$ cat config.mk
export PLATFORM = sky130hd
export DESIGN_NAME = i2c_cmd_arbiter_flat
export DESIGN_NICKNAME = d
export VERILOG_FILES = /design/src/rtl/i2c_cmd_arbiter_if.sv /design/src/rtl/i2c_cmd_arbiter.sv /design/src/flat_wrapper.sv
export SDC_FILE = /design/constraint.sdc
export NUM_CORES = 1
export LEC_CHECK = 0
export CAP_MARGIN = 20
export CELL_PAD_IN_SITES_DETAIL_PLACEMENT = 0
export CELL_PAD_IN_SITES_GLOBAL_PLACEMENT = 1
export CORE_MARGIN = 8
export CORE_UTILIZATION = 33
export CTS_CLUSTER_SIZE = 24
export DETAILED_ROUTE_END_ITERATION = 10
export PLACE_DENSITY_LB_ADDON = 0.1
export SYNTH_ARGS = -nofsm -noshare
export SYNTH_HDL_FRONTEND = slang
export SYNTH_SLANG_ARGS = --single-unit
export TNS_END_PERCENT = 20
$ cat constraint.sdc
create_clock -name clk -period 3.3 [get_ports clk]
set_clock_uncertainty 0.1 [all_clocks]
set_input_delay 0.66 -clock clk [delete_from_list [all_inputs] [get_ports clk]]
set_output_delay 0.66 -clock clk [all_outputs]
set_load 0.02 [all_outputs]
$ cat src/rtl/i2c_cmd_arbiter_if.sv
// ---------------------------------------------------------------------------
// i2c_cmd_arbiter_if
// Bundles every handshake/bus signal of the I2C command arbiter.
//   requester side : reqN_valid/ready/rw/dev/reg/wdata, rspN_valid,
//                    rsp_rdata, rsp_err
//   master side    : m_start, m_abort, m_rw/dev/reg/wdata, m_done,
//                    m_nack, m_rdata
//   status         : busy
// Modports:
//   slave  - the arbiter's view (drives ready/rsp/m_* outputs)
//   master - the environment's view (requesters plus I2C master engine)
// ---------------------------------------------------------------------------
interface i2c_cmd_arbiter_if;
    logic       req0_valid;
    logic       req1_valid;
    logic       req0_ready;
    logic       req1_ready;
    logic       req0_rw;
    logic       req1_rw;
    logic [6:0] req0_dev;
    logic [6:0] req1_dev;
    logic [7:0] req0_reg;
    logic [7:0] req1_reg;
    logic [7:0] req0_wdata;
    logic [7:0] req1_wdata;
    logic       rsp0_valid;
    logic       rsp1_valid;
    logic [7:0] rsp_rdata;
    logic [1:0] rsp_err;
    logic       m_start;
    logic       m_abort;
    logic       m_rw;
    logic [6:0] m_dev;
    logic [7:0] m_reg;
    logic [7:0] m_wdata;
    logic       m_done;
    logic       m_nack;
    logic [7:0] m_rdata;
    logic       busy;

    modport slave (
        input  req0_valid, req1_valid, req0_rw, req1_rw, req0_dev, req1_dev,
               req0_reg, req1_reg, req0_wdata, req1_wdata,
               m_done, m_nack, m_rdata,
        output req0_ready, req1_ready, rsp0_valid, rsp1_valid, rsp_rdata,
               rsp_err, m_start, m_abort, m_rw, m_dev, m_reg, m_wdata, busy
    );

    modport master (
        output req0_valid, req1_valid, req0_rw, req1_rw, req0_dev, req1_dev,
               req0_reg, req1_reg, req0_wdata, req1_wdata,
               m_done, m_nack, m_rdata,
        input  req0_ready, req1_ready, rsp0_valid, rsp1_valid, rsp_rdata,
               rsp_err, m_start, m_abort, m_rw, m_dev, m_reg, m_wdata, busy
    );
endinterface

$ cat src/rtl/i2c_cmd_arbiter.sv
// ---------------------------------------------------------------------------
// i2c_cmd_arbiter
// Round-robin arbiter between two I2C command requesters in front of a
// single I2C master engine. Handles NACK retries and a WAIT timeout.
// Ports:
//   clk  - system clock
//   rst  - synchronous reset, active-low
//   bus  - i2c_cmd_arbiter_if.slave (requester, response and master signals)
// Parameters:
//   TIMEOUT_CYC - WAIT cycles before abort (1..1023)
//   MAX_RETRY   - re-issues allowed after NACK (0..3)
//
// state | meaning
// IDLE  | no command held; ready offered to the granted requester
// ISSUE | one-cycle m_start pulse, timer cleared
// WAIT  | waiting for m_done; timer counts, NACK retry or timeout
// RESP  | one-cycle rsp pulse to the owner, last_grant updated
// ---------------------------------------------------------------------------
module i2c_cmd_arbiter #(
    parameter int unsigned TIMEOUT_CYC = 1023,
    parameter int unsigned MAX_RETRY   = 2
) (
    input  logic               clk,
    input  logic               rst,
    i2c_cmd_arbiter_if.slave   bus
);
    localparam logic [9:0] TMO  = 10'(TIMEOUT_CYC);
    localparam logic [1:0] MAXR = 2'(MAX_RETRY);

    typedef enum logic [1:0] {S_IDLE, S_ISSUE, S_WAIT, S_RESP} state_t;

    state_t     r_state;
    state_t     w_next;
    logic       r_last_grant;
    logic       r_owner;
    logic       r_rw;
    logic [6:0] r_dev;
    logic [7:0] r_reg;
    logic [7:0] r_wdata;
    logic [1:0] r_retry_cnt;
    logic [9:0] r_timer;
    logic [7:0] r_rsp_rdata;
    logic [1:0] r_rsp_err;

    logic       w_gnt0;
    logic       w_gnt1;
    logic       w_xfer;
    logic       w_start;
    logic       w_abort;
    logic       w_rsp;
    logic       w_retry;
    logic       w_ld_rsp;
    logic [7:0] w_rsp_rdata;
    logic [1:0] w_rsp_err;

    // On a tie the requester that was not served last wins; the two grants
    // are mutually exclusive by construction.
    assign w_gnt0 = bus.req0_valid & (~bus.req1_valid | r_last_grant);
    assign w_gnt1 = bus.req1_valid & (~bus.req0_valid | ~r_last_grant);

    always_comb begin
        w_next      = r_state;
        w_xfer      = 1'b0;
        w_start     = 1'b0;
        w_abort     = 1'b0;
        w_rsp       = 1'b0;
        w_retry     = 1'b0;
        w_ld_rsp    = 1'b0;
        w_rsp_rdata = 8'h00;
        w_rsp_err   = 2'b00;
        case (r_state)
            S_IDLE: begin
                if (w_gnt0 | w_gnt1) begin
                    w_xfer = 1'b1;
                    w_next = S_ISSUE;
                end
            end
            S_ISSUE: begin
                w_start = 1'b1;
                w_next  = S_WAIT;
            end
            S_WAIT: begin
                // m_done has priority over a timeout in the same cycle
                if (bus.m_done) begin
                    if (!bus.m_nack) begin
                        w_ld_rsp    = 1'b1;
                        w_rsp_rdata = r_rw ? bus.m_rdata : 8'h00;
                        w_next      = S_RESP;
                    end else if (r_retry_cnt < MAXR) begin
                        w_retry = 1'b1;
                        w_next  = S_ISSUE;
                    end else begin
                        w_ld_rsp  = 1'b1;
                        w_rsp_err = 2'b01;
                        w_next    = S_RESP;
                    end
                end else if (r_timer == TMO) begin
                    w_abort   = 1'b1;
                    w_ld_rsp  = 1'b1;
                    w_rsp_err = 2'b10;
                    w_next    = S_RESP;
                end
            end
            S_RESP: begin
                w_rsp  = 1'b1;
                w_next = S_IDLE;
            end
            default: w_next = S_IDLE;
        endcase
    end

    always_ff @(posedge clk) begin
        if (!rst) begin
            r_state      <= S_IDLE;
            r_last_grant <= 1'b1;
            r_owner      <= 1'b0;
            r_rw         <= 1'b0;
            r_dev        <= 7'h00;
            r_reg        <= 8'h00;
            r_wdata      <= 8'h00;
            r_retry_cnt  <= 2'd0;
            r_timer      <= 10'd0;
            r_rsp_rdata  <= 8'h00;
            r_rsp_err    <= 2'b00;
        end else begin
            r_state <= w_next;
            if (w_xfer) begin
                r_owner     <= w_gnt1;
                r_rw        <= w_gnt1 ? bus.req1_rw    : bus.req0_rw;
                r_dev       <= w_gnt1 ? bus.req1_dev   : bus.req0_dev;
                r_reg       <= w_gnt1 ? bus.req1_reg   : bus.req0_reg;
                r_wdata     <= w_gnt1 ? bus.req1_wdata : bus.req0_wdata;
                r_retry_cnt <= 2'd0;
            end else if (w_retry) begin
                r_retry_cnt <= r_retry_cnt + 2'd1;
            end
            if (r_state == S_ISSUE) begin
                r_timer <= 10'd0;
            end else if (r_state == S_WAIT && !bus.m_done) begin
                r_timer <= r_timer + 10'd1;
            end
            if (w_ld_rsp) begin
                r_rsp_rdata <= w_rsp_rdata;
                r_rsp_err   <= w_rsp_err;
            end
            if (r_state == S_RESP) begin
                r_last_grant <= r_owner;
            end
        end
    end

    // Every output is gated with rst so the block is silent during the whole
    // reset cycle, including the one before the reset edge takes effect.
    assign bus.req0_ready = rst & (r_state == S_IDLE) & w_gnt0;
    assign bus.req1_ready = rst & (r_state == S_IDLE) & w_gnt1;
    assign bus.rsp0_valid = rst & w_rsp & ~r_owner;
    assign bus.rsp1_valid = rst & w_rsp & r_owner;
    assign bus.rsp_rdata  = {8{rst}} & r_rsp_rdata;
    assign bus.rsp_err    = {2{rst}} & r_rsp_err;
    assign bus.m_start    = rst & w_start;
    assign bus.m_abort    = rst & w_abort;
    assign bus.m_rw       = rst & r_rw;
    assign bus.m_dev      = {7{rst}} & r_dev;
    assign bus.m_reg      = {8{rst}} & r_reg;
    assign bus.m_wdata    = {8{rst}} & r_wdata;
    assign bus.busy       = rst & (r_state != S_IDLE);
endmodule
$ cat src/flat_wrapper.sv
// flat-port wrapper written by rule: the top's interface ports become plain ports
module i2c_cmd_arbiter_flat 
#(
    parameter int unsigned TIMEOUT_CYC = 1023,
    parameter int unsigned MAX_RETRY   = 2
)
  (clk, rst, bus_req0_valid, bus_req1_valid, bus_req0_rw, bus_req1_rw, bus_req0_dev, bus_req1_dev, bus_req0_reg, bus_req1_reg, bus_req0_wdata, bus_req1_wdata, bus_m_done, bus_m_nack, bus_m_rdata, bus_req0_ready, bus_req1_ready, bus_rsp0_valid, bus_rsp1_valid, bus_rsp_rdata, bus_rsp_err, bus_m_start, bus_m_abort, bus_m_rw, bus_m_dev, bus_m_reg, bus_m_wdata, bus_busy);
  i2c_cmd_arbiter_if bus_i ();
  input  logic clk;
  input  logic rst;
  input wire logic [$bits(bus_i.req0_valid)-1:0] bus_req0_valid;
  input wire logic [$bits(bus_i.req1_valid)-1:0] bus_req1_valid;
  input wire logic [$bits(bus_i.req0_rw)-1:0] bus_req0_rw;
  input wire logic [$bits(bus_i.req1_rw)-1:0] bus_req1_rw;
  input wire logic [$bits(bus_i.req0_dev)-1:0] bus_req0_dev;
  input wire logic [$bits(bus_i.req1_dev)-1:0] bus_req1_dev;
  input wire logic [$bits(bus_i.req0_reg)-1:0] bus_req0_reg;
  input wire logic [$bits(bus_i.req1_reg)-1:0] bus_req1_reg;
  input wire logic [$bits(bus_i.req0_wdata)-1:0] bus_req0_wdata;
  input wire logic [$bits(bus_i.req1_wdata)-1:0] bus_req1_wdata;
  input wire logic [$bits(bus_i.m_done)-1:0] bus_m_done;
  input wire logic [$bits(bus_i.m_nack)-1:0] bus_m_nack;
  input wire logic [$bits(bus_i.m_rdata)-1:0] bus_m_rdata;
  output wire logic [$bits(bus_i.req0_ready)-1:0] bus_req0_ready;
  output wire logic [$bits(bus_i.req1_ready)-1:0] bus_req1_ready;
  output wire logic [$bits(bus_i.rsp0_valid)-1:0] bus_rsp0_valid;
  output wire logic [$bits(bus_i.rsp1_valid)-1:0] bus_rsp1_valid;
  output wire logic [$bits(bus_i.rsp_rdata)-1:0] bus_rsp_rdata;
  output wire logic [$bits(bus_i.rsp_err)-1:0] bus_rsp_err;
  output wire logic [$bits(bus_i.m_start)-1:0] bus_m_start;
  output wire logic [$bits(bus_i.m_abort)-1:0] bus_m_abort;
  output wire logic [$bits(bus_i.m_rw)-1:0] bus_m_rw;
  output wire logic [$bits(bus_i.m_dev)-1:0] bus_m_dev;
  output wire logic [$bits(bus_i.m_reg)-1:0] bus_m_reg;
  output wire logic [$bits(bus_i.m_wdata)-1:0] bus_m_wdata;
  output wire logic [$bits(bus_i.busy)-1:0] bus_busy;
  assign bus_i.req0_valid = bus_req0_valid;
  assign bus_i.req1_valid = bus_req1_valid;
  assign bus_i.req0_rw = bus_req0_rw;
  assign bus_i.req1_rw = bus_req1_rw;
  assign bus_i.req0_dev = bus_req0_dev;
  assign bus_i.req1_dev = bus_req1_dev;
  assign bus_i.req0_reg = bus_req0_reg;
  assign bus_i.req1_reg = bus_req1_reg;
  assign bus_i.req0_wdata = bus_req0_wdata;
  assign bus_i.req1_wdata = bus_req1_wdata;
  assign bus_i.m_done = bus_m_done;
  assign bus_i.m_nack = bus_m_nack;
  assign bus_i.m_rdata = bus_m_rdata;
  assign bus_req0_ready = bus_i.req0_ready;
  assign bus_req1_ready = bus_i.req1_ready;
  assign bus_rsp0_valid = bus_i.rsp0_valid;
  assign bus_rsp1_valid = bus_i.rsp1_valid;
  assign bus_rsp_rdata = bus_i.rsp_rdata;
  assign bus_rsp_err = bus_i.rsp_err;
  assign bus_m_start = bus_i.m_start;
  assign bus_m_abort = bus_i.m_abort;
  assign bus_m_rw = bus_i.m_rw;
  assign bus_m_dev = bus_i.m_dev;
  assign bus_m_reg = bus_i.m_reg;
  assign bus_m_wdata = bus_i.m_wdata;
  assign bus_busy = bus_i.busy;
  i2c_cmd_arbiter #(.TIMEOUT_CYC(TIMEOUT_CYC), .MAX_RETRY(MAX_RETRY)) u_core (.clk(clk), .rst(rst), .bus(bus_i));
endmodule
==> run metrics <==
# nets final=427; GRT Util Overall=12.87%; largest reg by FF count=u_core.r_timer; post-synth top area share=42.02%; detailed-route wire length=6405 um; Root Buffer=clkbuf_8; clock share of power=30.0%; VDD IR-drop max=0.0002218 V; Core Util, Final=50.95%; crit path DAT=2.30 ns; Residual DRC=0; RSZ-0062 raised after global routing=false; register area=1001 um^2; Internal=1.053 mW; Psw=0.3810 mW; Sw Share=26.56%; hold endpoint=u_core.r_rsp_err[1]$_SDFFE_PN0P_; PostCTS Resize Cnt=1; CTS tree=done; period utilization=92.87%; Setup crit end kind=output pin; Synth async-reset ratio=0%; initial drt markers=39; fill cell total of the finished layout=717; Required @ worst endpoint=2.54 ns; vias in the first global route=2169; die area=10190 um^2; final hold vios=0; antenna-violating nets left=0; worst-case reg-to-reg path depth=6; Starting Density=33.38%; largest net degree at the start of global routing=40; area of the multi-input gates=1277 um^2; core area=7137 um^2; P per Cell Area=394.4 nW/um^2; Min Hold Slack=0.3927 ns; max reg flops=10; Worst-Skew Late Latency=0.30 ns; yosys warns=0; Seq cells post-synth=50; htree depth=2; Leak Pwr=1.343 nW; final setup fails=0; Final min period=3.065 ns; status=complete, no violations; Hold Path Cell Cnt=2; first-pass GRT wire length=10570 um; share of cells above drive strength 1=4.658%; Final GP Congestion=0.7411; Max-Slew Margin vs Limit=51.04%; P&R area growth vs syn=52.63%; Site Rows=31; drt pass-1 iters=4; syn_nets=328; Die Height=101.0 um; max cap viols=0; post-DP HPWL=4871 um; Synth Area per Inst=8.990 um^2; Worst Hold Class=flop to flop; Post-Synthesis Cell Area=2382 um^2; initial antenna violation count=0; num ports=103; reg2reg start=u_core.r_timer[0]$_SDFFE_PP0P_; library cells used by synthesis=37; Vias/cell=4.569; vias post-DR=2120; setup TNS=0 ns; main flop type after synthesis=dfxtp_1; hold path startpoint=u_core.r_rsp_err[1]$_SDFFE_PN0P_; IO Port Bufs=102; Sink Count=50; CP startpoint kind=input pin; CP Class=input pin to output pin; GRT overflow=0; diode count=0; Combinational Power Share=23.4%; Clock Path Buffers=2; crit-path max FO=24; max frequency=326.3 MHz; fin. max-slew vios=0; post-synth top area cell=dfxtp_1; Hold Buf Count CTS=0; WL per Instance=13.80 um; Post-CTS Setup Bufs=0; Seq/Total Area, Yosys=42.02%; Num CTS Buffers=5; ranking of synthesized cells by area=dfxtp_1 (42%), mux2i_1 (10%), and2_1 (9.2%); cell count after synthesis=265; most common library cells after synthesis=dfxtp_1 (50), nor2_1 (42), and2_1 (35), a211oi_1 (24), mux2i_1 (24); sequential fraction of design power=46.6%; die width=101.0 um; Clock transition at path regs=0.09 ns; count leader, synth=dfxtp_1; reg-to-reg slack, setup=1.31 ns; actual slew at the worst max-slew pin=0.7328 ns; Critical R2R Capture=u_core.r_rsp_rdata[0]$_SDFFE_PN0P_; Post-synth EDFFs=0
## per-layer routing
metal / up-vias / global-route usage [%] / part of all wire [%]
met2: 64 / 18.95 / 42
li1: 1117 / - / -
met3: 2 / 5.594 / 9.4
met5: - / 0 / 0
met4: 0 / 4.124 / 0.45
met1: 937 / 16.36 / 48
## worst max-delay path: stages
cell and delay (ns):
clkdlybuf4s50_1 0.53, buf_12 0.17, inv_1 0.14, nor2_1 0.17, clkdlybuf4s50_1 0.63
## through the flow
| step | setup WS (ns) | area [um^2] | total power [mW] | std cells |
|---|---|---|---|---|
| global route | 0.1285 | 3636 | 1.516 | 464 |
| global placement | 0.04163 | 3527 | 1.019 | 456 |
| CTS | 0.2206 | 3636 | 1.458 | 464 |
| detailed placement | -0.0008640 | 3527 | 1.023 | 456 |
| finish | 0.2351 | 3636 | 1.434 | 464 |
| floorplan | 0.8563 | 2382 | 0.8552 | 265 |
## cell usage in the layout, fill, tap and decap left out, drive strengths merged, types with 3 or more instances in the layout
master	count
nand2b	3
nor4	3
mux2i	24
xnor2	7
and2	35
nand4	4
a211oi	24
clkdlybuf4s50	101
nand2	9
inv	5
a21oi	5
xor2	3
clkbuf	6
dfxtp	50
nor3	5
a22o	8
nor2	42
nand3	4
buf	8
## cell families (layout without fill, tap and decap cells)
logic type | count (synthesis) | in the layout | share of synthesized area (%)
buf+inv | 23 | 123 | 4.674
fa+ha+maj | 1 | 1 | 0.5251
flops | 50 | 50 | 42.02
simple gates | 113 | 113 | 24.95
xor+xnor | 10 | 10 | 3.677
mux | 24 | 24 | 10.08
compound gates | 44 | 44 | 14.08
## power by group through the flow
| stage | Sequential (mW) | Combinational (mW) | Clock (mW) |
|---|---|---|---|
| final | 0.669 | 0.335 | 0.430 |
| after global routing | 0.674 | 0.369 | 0.473 |
| after CTS | 0.669 | 0.342 | 0.447 |
| after detailed placement | 0.683 | 0.340 | 0 |
| after global placement | 0.682 | 0.338 | 0 |
| after floorplan | 0.675 | 0.180 | 0 |
## worst max path at each step
stage                          start  cells after the start        endpoint
after floorplan           bus_m_done                      4     bus_m_abort
after global placement    bus_m_done                      5     bus_m_abort
after detailed placement  bus_m_done                      5     bus_m_abort
after CTS                        rst                      5     bus_m_start
after global routing             rst                      5  bus_rsp0_valid
final                            rst                      5     bus_m_start
## cell type report
| class | instances | area share, % |
|---|---|---|
| clock buffers | 6 | 1.996 |
| well taps | 99 | 3.407 |
| clock inverters | 2 | 1.032 |
| inverters | 5 | 0.5162 |
| flip-flops and latches | 50 | 27.53 |
| multi-input cells | 192 | 35.13 |
| repair buffers | 110 | 30.39 |
No activity file was read; power rests on OpenSTA's default activity.
